$ cat src/rtl/uart_cfg.sv
// Runtime-configurable UART: baud divisor, optional parity, stop length,
// sticky line-error flags, internal loopback and byte-wide FIFOs on both sides.
module uart_cfg_fifo #(
  parameter int DW = 8,
  parameter int AW = 4
) (
  input  logic          clk,
  input  logic          reset,
  input  logic          i_wr,
  input  logic          i_rd,
  input  logic [DW-1:0] i_data,
  output logic [DW-1:0] o_data,
  output logic          o_full,
  output logic          o_empty
);
  localparam int DEPTH = 1 << AW;

  logic [DW-1:0] r_mem [DEPTH];
  logic [AW-1:0] r_wptr, r_rptr;
  logic [AW:0]   r_count;
  logic          w_do_wr, w_do_rd;

  assign o_full  = (r_count == (AW+1)'(DEPTH));
  assign o_empty = (r_count == '0);
  assign w_do_rd = i_rd && !o_empty;
  // A full FIFO still accepts a write when a read frees a slot in the same cycle
  assign w_do_wr = i_wr && (!o_full || w_do_rd);
  assign o_data  = r_mem[r_rptr];

  always_ff @(posedge clk) begin
    if (w_do_wr) r_mem[r_wptr] <= i_data;
  end

  always_ff @(posedge clk or posedge reset) begin
    if (reset) begin
      r_wptr  <= '0;
      r_rptr  <= '0;
      r_count <= '0;
    end else begin
      if (w_do_wr) r_wptr <= r_wptr + AW'(1);
      if (w_do_rd) r_rptr <= r_rptr + AW'(1);
      case ({w_do_wr, w_do_rd})
        2'b10:   r_count <= r_count + (AW+1)'(1);
        2'b01:   r_count <= r_count - (AW+1)'(1);
        default: r_count <= r_count;
      endcase
    end
  end
endmodule

module uart_cfg #(
  parameter int DBIT       = 8,
  parameter int SB_TICK    = 16,
  parameter int DVSR_BIT   = 11,
  parameter int FIFO_W     = 4,
  parameter int PARITY_EN  = 0,
  parameter int PARITY_ODD = 0
) (
  input  logic                clk,
  input  logic                reset,
  input  logic [DVSR_BIT-1:0] dvsr,
  input  logic                loopback,
  input  logic                rx,
  output logic                tx,
  input  logic                wr_uart,
  input  logic [DBIT-1:0]     w_data,
  input  logic                rd_uart,
  output logic [DBIT-1:0]     r_data,
  output logic                tx_full,
  output logic                tx_empty,
  output logic                rx_full,
  output logic                rx_empty,
  output logic                tx_busy,
  output logic                err_parity,
  output logic                err_frame,
  output logic                err_overrun,
  input  logic                clr_err
);
  localparam int SW = $clog2(SB_TICK);
  localparam int NW = $clog2(DBIT);
  localparam logic [SW-1:0] S_MID  = SW'(7);
  localparam logic [SW-1:0] S_BIT  = SW'(15);
  localparam logic [SW-1:0] S_STOP = SW'(SB_TICK - 1);
  localparam logic [NW-1:0] N_LAST = NW'(DBIT - 1);
  localparam logic          PODD   = (PARITY_ODD != 0);

  typedef enum logic [2:0] {RX_IDLE, RX_START, RX_DATA, RX_PARITY, RX_STOP} rx_state_t;
  typedef enum logic [2:0] {TX_IDLE, TX_START, TX_DATA, TX_PARITY, TX_STOP} tx_state_t;

  function automatic logic f_parity(input logic [DBIT-1:0] d);
    return (^d) ^ PODD;
  endfunction

  logic [DVSR_BIT-1:0] r_tick_cnt;
  logic                w_tick;
  logic [1:0]          r_rx_sync;
  logic                w_rx_in;
  rx_state_t           r_rx_state, w_rx_state_nx;
  logic [SW-1:0]       r_rx_s, w_rx_s_nx;
  logic [NW-1:0]       r_rx_n, w_rx_n_nx;
  logic [DBIT-1:0]     r_rx_b, w_rx_b_nx;
  logic                w_rx_done, w_par_ev, w_frm_ev, w_ovr_ev;
  tx_state_t           r_tx_state, w_tx_state_nx;
  logic [SW-1:0]       r_tx_s, w_tx_s_nx;
  logic [NW-1:0]       r_tx_n, w_tx_n_nx;
  logic [DBIT:0]       r_tx_b, w_tx_b_nx;
  logic                r_tx, w_tx_nx, w_tx_pop;
  logic [DBIT-1:0]     w_txf_data;
  logic                w_txf_empty, w_rxf_full;
  logic                r_err_parity, r_err_frame, r_err_overrun;

  // Compare with >= so a divisor lowered below the current count recovers at once
  assign w_tick = (dvsr != '0) && (r_tick_cnt >= dvsr - DVSR_BIT'(1));

  always_ff @(posedge clk or posedge reset) begin
    if (reset)                      r_tick_cnt <= '0;
    else if (dvsr == '0 || w_tick)  r_tick_cnt <= '0;
    else                            r_tick_cnt <= r_tick_cnt + DVSR_BIT'(1);
  end

  always_ff @(posedge clk or posedge reset) begin
    if (reset) r_rx_sync <= 2'b11;
    else       r_rx_sync <= {r_rx_sync[0], rx};
  end

  assign w_rx_in = loopback ? r_tx : r_rx_sync[1];

  always_ff @(posedge clk or posedge reset) begin
    if (reset) begin
      r_rx_state <= RX_IDLE;
      r_rx_s     <= '0;
      r_rx_n     <= '0;
    end else begin
      r_rx_state <= w_rx_state_nx;
      r_rx_s     <= w_rx_s_nx;
      r_rx_n     <= w_rx_n_nx;
    end
  end

  always_ff @(posedge clk) r_rx_b <= w_rx_b_nx;

  always_comb begin
    w_rx_state_nx = r_rx_state;
    w_rx_s_nx     = r_rx_s;
    w_rx_n_nx     = r_rx_n;
    w_rx_b_nx     = r_rx_b;
    w_rx_done     = 1'b0;
    w_par_ev      = 1'b0;
    w_frm_ev      = 1'b0;
    case (r_rx_state)
      RX_IDLE: if (!w_rx_in) begin
        w_rx_state_nx = RX_START;
        w_rx_s_nx     = '0;
      end
      RX_START: if (w_tick) begin
        if (r_rx_s == S_MID) begin
          w_rx_s_nx     = '0;
          w_rx_n_nx     = '0;
          w_rx_state_nx = w_rx_in ? RX_IDLE : RX_DATA;
        end else w_rx_s_nx = r_rx_s + SW'(1);
      end
      RX_DATA: if (w_tick) begin
        if (r_rx_s == S_BIT) begin
          w_rx_s_nx = '0;
          w_rx_b_nx = {w_rx_in, r_rx_b[DBIT-1:1]};
          if (r_rx_n == N_LAST) w_rx_state_nx = (PARITY_EN != 0) ? RX_PARITY : RX_STOP;
          else                  w_rx_n_nx = r_rx_n + NW'(1);
        end else w_rx_s_nx = r_rx_s + SW'(1);
      end
      RX_PARITY: if (w_tick) begin
        if (r_rx_s == S_BIT) begin
          w_rx_s_nx     = '0;
          w_par_ev      = (w_rx_in != f_parity(r_rx_b));
          w_rx_state_nx = RX_STOP;
        end else w_rx_s_nx = r_rx_s + SW'(1);
      end
      RX_STOP: if (w_tick) begin
        if (r_rx_s == S_BIT && !w_rx_in) w_frm_ev = 1'b1;
        if (r_rx_s == S_STOP) begin
          w_rx_done     = 1'b1;
          w_rx_state_nx = RX_IDLE;
        end else w_rx_s_nx = r_rx_s + SW'(1);
      end
      default: w_rx_state_nx = RX_IDLE;
    endcase
  end

  always_ff @(posedge clk or posedge reset) begin
    if (reset) begin
      r_tx_state <= TX_IDLE;
      r_tx_s     <= '0;
      r_tx_n     <= '0;
      r_tx       <= 1'b1;
    end else begin
      r_tx_state <= w_tx_state_nx;
      r_tx_s     <= w_tx_s_nx;
      r_tx_n     <= w_tx_n_nx;
      r_tx       <= w_tx_nx;
    end
  end

  always_ff @(posedge clk) r_tx_b <= w_tx_b_nx;

  // Parity rides above the data in the shift register, so it lands in bit 0 after DBIT shifts
  always_comb begin
    w_tx_state_nx = r_tx_state;
    w_tx_s_nx     = r_tx_s;
    w_tx_n_nx     = r_tx_n;
    w_tx_b_nx     = r_tx_b;
    w_tx_pop      = 1'b0;
    case (r_tx_state)
      TX_IDLE: if (!w_txf_empty) begin
        w_tx_pop      = 1'b1;
        w_tx_b_nx     = {f_parity(w_txf_data), w_txf_data};
        w_tx_s_nx     = '0;
        w_tx_state_nx = TX_START;
      end
      TX_START: if (w_tick) begin
        if (r_tx_s == S_BIT) begin
          w_tx_s_nx     = '0;
          w_tx_n_nx     = '0;
          w_tx_state_nx = TX_DATA;
        end else w_tx_s_nx = r_tx_s + SW'(1);
      end
      TX_DATA: if (w_tick) begin
        if (r_tx_s == S_BIT) begin
          w_tx_s_nx = '0;
          w_tx_b_nx = r_tx_b >> 1;
          if (r_tx_n == N_LAST) w_tx_state_nx = (PARITY_EN != 0) ? TX_PARITY : TX_STOP;
          else                  w_tx_n_nx = r_tx_n + NW'(1);
        end else w_tx_s_nx = r_tx_s + SW'(1);
      end
      TX_PARITY: if (w_tick) begin
        if (r_tx_s == S_BIT) begin
          w_tx_s_nx     = '0;
          w_tx_state_nx = TX_STOP;
        end else w_tx_s_nx = r_tx_s + SW'(1);
      end
      TX_STOP: if (w_tick) begin
        if (r_tx_s == S_STOP) begin
          if (!w_txf_empty) begin
            w_tx_pop      = 1'b1;
            w_tx_b_nx     = {f_parity(w_txf_data), w_txf_data};
            w_tx_s_nx     = '0;
            w_tx_state_nx = TX_START;
          end else w_tx_state_nx = TX_IDLE;
        end else w_tx_s_nx = r_tx_s + SW'(1);
      end
      default: w_tx_state_nx = TX_IDLE;
    endcase
    // Line level follows the state being entered so each bit edge aligns with its tick
    case (w_tx_state_nx)
      TX_START:           w_tx_nx = 1'b0;
      TX_DATA, TX_PARITY: w_tx_nx = w_tx_b_nx[0];
      default:            w_tx_nx = 1'b1;
    endcase
  end

  assign w_ovr_ev = w_rx_done && w_rxf_full && !rd_uart;

  always_ff @(posedge clk or posedge reset) begin
    if (reset) begin
      r_err_parity  <= 1'b0;
      r_err_frame   <= 1'b0;
      r_err_overrun <= 1'b0;
    end else begin
      r_err_parity  <= (r_err_parity  && !clr_err) || w_par_ev;
      r_err_frame   <= (r_err_frame   && !clr_err) || w_frm_ev;
      r_err_overrun <= (r_err_overrun && !clr_err) || w_ovr_ev;
    end
  end

  uart_cfg_fifo #(.DW(DBIT), .AW(FIFO_W)) u_tx_fifo (
    .clk(clk), .reset(reset), .i_wr(wr_uart), .i_rd(w_tx_pop), .i_data(w_data),
    .o_data(w_txf_data), .o_full(tx_full), .o_empty(w_txf_empty)
  );

  uart_cfg_fifo #(.DW(DBIT), .AW(FIFO_W)) u_rx_fifo (
    .clk(clk), .reset(reset), .i_wr(w_rx_done), .i_rd(rd_uart), .i_data(r_rx_b),
    .o_data(r_data), .o_full(w_rxf_full), .o_empty(rx_empty)
  );

  assign tx          = r_tx;
  assign tx_empty    = w_txf_empty;
  assign rx_full     = w_rxf_full;
  assign tx_busy     = (r_tx_state != TX_IDLE);
  assign err_parity  = r_err_parity;
  assign err_frame   = r_err_frame;
  assign err_overrun = r_err_overrun;
endmodule

$ cat config.mk
export PLATFORM = sky130hd
export DESIGN_NAME = uart_cfg
export DESIGN_NICKNAME = d
export VERILOG_FILES = /design/src/rtl/uart_cfg.sv
export SDC_FILE = /design/constraint.sdc
export NUM_CORES = 1
export LEC_CHECK = 0
export CAP_MARGIN = 25
export CORE_MARGIN = 2
export CORE_UTILIZATION = 30
export CTS_CLUSTER_SIZE = 30
export DETAILED_ROUTE_END_ITERATION = 10
export PLACE_DENSITY_LB_ADDON = 0.12
export SYNTH_ARGS = -nofsm -noshare
export SYNTH_HDL_FRONTEND = slang
export SYNTH_HIERARCHICAL = 1
export SYNTH_SLANG_ARGS = --single-unit
$ cat constraint.sdc
create_clock -name clk -period 4.9 [get_ports clk]
set_input_delay 0.98 -clock clk [delete_from_list [all_inputs] [get_ports clk]]
set_output_delay 0.98 -clock clk [all_outputs]
set_load 0.01 [all_outputs]
Yosys cells after proc, flatten, opt, wreduce, memory -nomap -nowiden
Memory sizes are Yosys's and may differ from the RTL's.
Cells that the tools add are included.
W data, S select, Z words.

cells by class
  multiplexer cells = 78
  eq/ne operators = 44
  magnitude comparators = 1
  $add $sub $neg = 14
  reduce and logical (&&, ||, !) cells = 50

operators by type and width
  kind                     count
  $mux W3                  30
  $mux W4                  12
  $mux W9                  5
  $ne A2 B2 Y1 const B     19
  $pmux W3 S5              2
  $pmux W9 S3              1
  $add A4 B1 Y4 const B    6
  $pmux W5 S2              2
  $eq A3 B2 Y1 const B     6
  $mux W1                  18
  $reduce_and A6 Y1        3
  $pmux W4 S4              1
  $reduce_xor A8 Y1        2
  $eq A3 B3 Y1 const B     4
  $pmux W3 S2              2
  $pmux W4 S3              1
  $add A11 B1 Y11 const B  1
  $ge A11 B11 Y1           1
  $logic_and A1 B1 Y1      11
  $logic_not A11 Y1        1
  $mux W11                 1
  $reduce_bool A11 Y1      1
  $sub A11 B1 Y11 const B  1
  $add A5 B1 Y5 const B    2
  other kinds (24)         54

storage, ports and cells
  bits in writable memories = 256
  logic and storage cells = 210
  bits in registers = 80
  memories kept = 2
  output and inout bits = 17
  input bits = 26

memories
  name             depth  width  rd ports  clocked after memory_dff  wr ports  RTL line  source
  u_rx_fifo.r_mem  16     8      1         0                         1         18        logic [DW-1:0] r_mem [DEPTH];
  u_tx_fifo.r_mem  16     8      1         0                         1         18

Logic depth before layout (Yosys ltp)
  depth in word-level cells = 10
  mapped depth = 21

Modules after synthesis
The synthesis kept the hierarchy.

modules (own cells, without submodules)
  module                     instances  cells an instance  seq. area each (um^2)  area each (um^2)
  uart_cfg_fifo (u_tx_fifo)  1          294                4169.0                 5935.7
  uart_cfg_fifo (u_rx_fifo)  1          296                4169.0                 5799.3
  uart_cfg                   1          361                1430.1                 3412.0

Worst setup path after synthesis
Ideal clock, no wire load.

  path kind = input to register
  from = input dvsr[2]
  to = register u_tx_fifo.r_count[3]
  slack = -0.344 ns
  data arrival time = 5.114 ns
  cell stages on the path = 20
  required time = 4.770 ns
  path through = nor4_4 nand3b_2 nor3_1 xnor2_1 ha_1 nand4_1 nor2_1 a211oi_1 a21bo_2 o21ai_0 nand2_1 nor2_1 clkbuf_1 nand2b_1 a21oi_1 ha_1 and3_1 or3_1 a32oi_1 nand3_1

on the way
  cells in the longest elaborated chain, start to end = 10
  elaborated cells between the ends (all ways) = 13
  classes of those cells = add/sub: 1; order compare: 1; eq/ne: 2; mux: 3; reduce/logical: 6

RTL lines
  item                                                      RTL line  source
  from (decl)                                               61        input logic [DVSR_BIT-1:0] dvsr,
  $sub A11 B1 Y11                                           113       assign w_tick = (dvsr != '0) && (r_tick_cnt >= dvsr - DVSR_BIT'(1));
  $ge A11 B11 Y1                                            113
  $logic_and A1 B1 Y1 *                                     113
  $mux W1 *                                                 239       TX_STOP: if (w_tick) begin
  $pmux W1 S2 *                                             211       case (r_tx_state)
  named net w_tx_pop                                        107       logic r_tx, w_tx_nx, w_tx_pop;
  $logic_and A1 B1 Y1 *                                     25        assign w_do_rd = i_rd && !o_empty;
  $logic_or A1 B1 Y1                                        27        assign w_do_wr = i_wr && (!o_full || w_do_rd);
  $logic_and A1 B1 Y1                                       27
  $eq A2 B1 Y1 / $eq A2 B2 Y1 (equally long branches)       42        case ({w_do_wr, w_do_rd})
  $pmux W5 S2 / $reduce_bool A2 Y1 (equally long branches)  --
  to (signal assigned)                                      43        2'b10: r_count <= r_count + (AW+1)'(1);
  to (signal assigned)                                      44        2'b01: r_count <= r_count - (AW+1)'(1);
  to (signal assigned)                                      45        default: r_count <= r_count;
  to (decl)                                                 20        logic [AW:0] r_count;

The timed path passes the listed nets; every way through them passes the cells marked *.
A chain may end at the register's enable or synchronous reset.

Final worst setup path
  from = input dvsr[5]
  to = register u_tx_fifo.r_count[3]

Same word-level chain as after synthesis.

==> impl_results.md <==
- Rel. slew slack: 44.7%
- Port bufs: 42
- Slew @ Worst Pin: 0.830 ns
- Post-Layout Cell Count: 1774
- Setup crit start: dvsr[5]
- Routed wire per std cell: 19.2 um
- Static Leak: 6.47 nW
- Post-Layout Inst Area: 0.0184 mm2
- Cell Pwr Density: 451 mW/mm2
- DR iter-0 viols: 551
- Row count: 82
- Largest area contributor in the netlist: edfxtp_1
- R2r setup slk: 1.34 ns
- # Max-Cap Violations: 0
- Grt ovf: 0
- Layout cell share with drive strength beyond 1: 20.3%
- P&R area growth vs syn: 21.3%
- CP Cell Sequence: clkdlybuf4s50_1 -> nor4_4 -> nand3b_2 -> nor3_2 -> xnor2_1 -> ha_1 -> nand4_1 -> nor2_1 -> a211oi_2 -> a21bo_2 -> o21ai_2 -> nand2_1 -> nor2_2 -> nand2b_1 -> a21oi_2 -> ha_1 -> and3_1 -> or3_1 -> a32oi_1 -> nand3_1
- Total GRT Usage: 13.3%
- Worst setup endpoint: u_tx_fifo/r_count[3]
- Critical R2R Launch: r_tick_cnt[0]
- Nets: 1134
- Async S/R FF share, synth: 18.8%
- R2r worst-path depth: 18
- Worst Setup End Kind: flop
- Core area: 0.0500 mm2
- CTS max path bufs: 3
- Clk pin slew, worst setup/hold paths: 0.06 ns
- Final Core Density: 36.8%
- Initial antenna violation count: 0
- Worst EP arrival: 5.02 ns
- Post-DP Area: 0.0171 mm2
- Post-Syn Instances: 951
- # hold bufs at CTS: 0
- Mean Syn Cell Area: 15.9 um2
- Synth warn: 6
- Setup WS pre-CTS: -0.320 ns
- Most frequent cells in the layout: 272 x edfxtp_1, 59 x buf_4, 57 x nor2_1, 57 x dfrtp_1, 42 x clkdlybuf4s50_1
- Largest net degree at the start of global routing: 38
- # setup viols final: 0
- Root buffer cell: clkbuf_16
- Final hold vios: 0
- DP Cell Count: 1702
- Later-pin clock latency in the skew report: 0.55 ns
- DP Wirelength: 22.3 mm
- Hold slack final: 0.357 ns
- Crit-path max cell delay: 0.46 ns
- Startpoint Class: input pin
- Ant diodes: 0
- Vias post-DR: 8511
- # DRC: 0
- Die width: 229 um
- Largest fanout on the critical path: 4
- CTS H-tree depth: 2
- CP dominant cell by count: ha_1
- DR pass1 iterations: 4
- F_max: 217 MHz
- Minimum clock period: 4.60 ns
- Worst EP required: 5.32 ns
- RSZ-0062 raised after global routing: no
- Yosys cell types: 80
- Synth Flop Type: edfxtp_1
- Crit path kind: in2reg
- Yosys reg bits: 336
- Wirelength, routed: 34.1 mm
- # Post-CTS Setup Buffers: 0
- Routed Antenna Nets: 0
- GP Congestion: 0.731
- Outcome: finished, final reports clean
- Worst reg2reg endpoint: u_tx_fifo/r_count[4]
- Clock Skews: 0.0187 ns
- Register area share after synthesis: 64.5%
- Worst setup slack after layout: 0.301 ns
- Mapped Nets: 1014
- Initial core utilization: 30.3%
- Slowest cell on crit path: clkdlybuf4s50_1
- CTS tree: yes
- Max Slew Vio Count: 0
- # IOs: 43
- Post-synth top area share: 53.9%
- Avg Vias per Cell: 4.80
- Worst min path class: reg2reg
- Die extent in y: 229 um
- Cell Area, Synth: 0.0151 mm2
- Clock sink count: 336
- Vias in the first global route: 8723
- Post-synth EDFFs: 272
- Die area: 0.0523 mm2
- Fin crit share: 93.9%
- Top post-synthesis cells by area: edfxtp_1 54%, dfrtp_1 9.9%, mux4_2 5.9%
- Commonest non-fill, non-tap cell in the layout: edfxtp_1
- Maximum VDD drop: 311 uV
- CTS Buf Count: 39
- Global-route wire length before repair: 52.9 mm
==> report_power, final <==
| group | leakage (nW) | internal, W | switching [W] |
|---|---|---|---|
| Combinational | 2.58 | 0.000913 | 0.000897 |
| Sequential | 3.26 | 0.00330 | 0.000284 |
| Clock | 0.625 | 0.00172 | 0.00118 |
| Total | 6.47 | 0.00593 | 0.00236 |
==> Yosys cell counts, drive strengths merged (8+ instances only) <==
cell type  count
nand3         35
dfrtp         60
nand2         40
ha            35
xor2          11
a22oi         16
mux2i         16
edfxtp       272
inv           34
o21ai         24
and2          13
xnor2         40
and3          24
mux4          72
clkbuf        28
nor4           8
nor2          59
a21oi         19
buf           16
o2bb2ai        8
==> layout make-up <==
| cell class | instances | area, um2 |
|---|---|---|
| sequential | 336 | 9770 |
| tap | 672 | 841 |
| clock inverter | 25 | 243 |
| timing repair buffer | 123 | 1310 |
| fill | 4730 | 31600 |
| multi-input combinational | 536 | 5050 |
| inverter | 35 | 131 |
| clock buffer | 47 | 1030 |
==> cell families (layout without fill, tap and decap cells) <==
| logic type | Yosys count | after routing | share of synthesized area [%] |
|---|---|---|---|
| xor+xnor | 51 | 51 | 2.95 |
| mux | 93 | 93 | 12.9 |
| simple gates | 230 | 230 | 8.00 |
| fa+ha+maj | 38 | 38 | 3.22 |
| flops | 336 | 336 | 64.5 |
| buf+inv | 79 | 230 | 2.49 |
| compound gates | 124 | 124 | 5.93 |
==> state kept, by name (all words and copies together), names as in the netlist, 4 cells and up <==
register and cells:
r_tick_cnt 11, r_rx_b 8, u_rx_fifo/r_rptr 4, u_tx_fifo/r_mem 128, u_tx_fifo/r_count 5, u_tx_fifo/r_wptr 4
r_tx_s 4, u_rx_fifo/r_wptr 4, r_rx_s 4, u_tx_fifo/r_rptr 4, u_rx_fifo/r_count 5, r_tx_b 9
u_rx_fifo/r_mem 128
==> worst min path at each step <==
stage | startpoint | to | slack [ns] | cells after the start
4_1_cts | r_rx_sync[0] | r_rx_sync[1] | 0.36 | 0
6_report | r_rx_sync[0] | r_rx_sync[1] | 0.36 | 0
5_1_grt | r_rx_sync[0] | r_rx_sync[1] | 0.37 | 0
3_5_place_dp | r_rx_sync[0] | r_rx_sync[1] | 0.35 | 0
3_3_place_gp | r_rx_sync[0] | r_rx_sync[1] | 0.35 | 0
2_1_floorplan | r_rx_sync[0] | r_rx_sync[1] | 0.35 | 0
==> stage by stage <==
step	total power, W	setup TNS, ns
finish	0.00829	0
global route	0.00874	0
CTS	0.00844	0
detailed placement	0.00549	-22.39
global placement	0.00546	-11.18
floorplan	0.00476	0
==> critical path: cells and delay by family <==
kind | cells | cell delay (ns)
xor+xnor | 1 | 0.09
fa+ha+maj | 2 | 0.58
simple gates | 11 | 1.98
compound gates | 5 | 0.91
buf+inv | 1 | 0.46
==> metal layers <==
| layer | routed length, um | global-route usage, % | vias up |
|---|---|---|---|
| met1 | 16000 | 18.0 | 4350 |
| met2 | 16300 | 21.8 | 122 |
| met5 | 0 | 0 | - |
| li1 | - | - | 3990 |
| met3 | 1050 | 2.12 | 49 |
| met4 | 737 | 4.17 | 0 |
==> repair_timing <==
action / in CTS / in global routing
gates resized for setup: 0 / 4
endpoints found under the setup margin: 0 / 3
hold endpoints to repair: 0 / 0
Note: power is estimated with default switching activity, not from simulation.
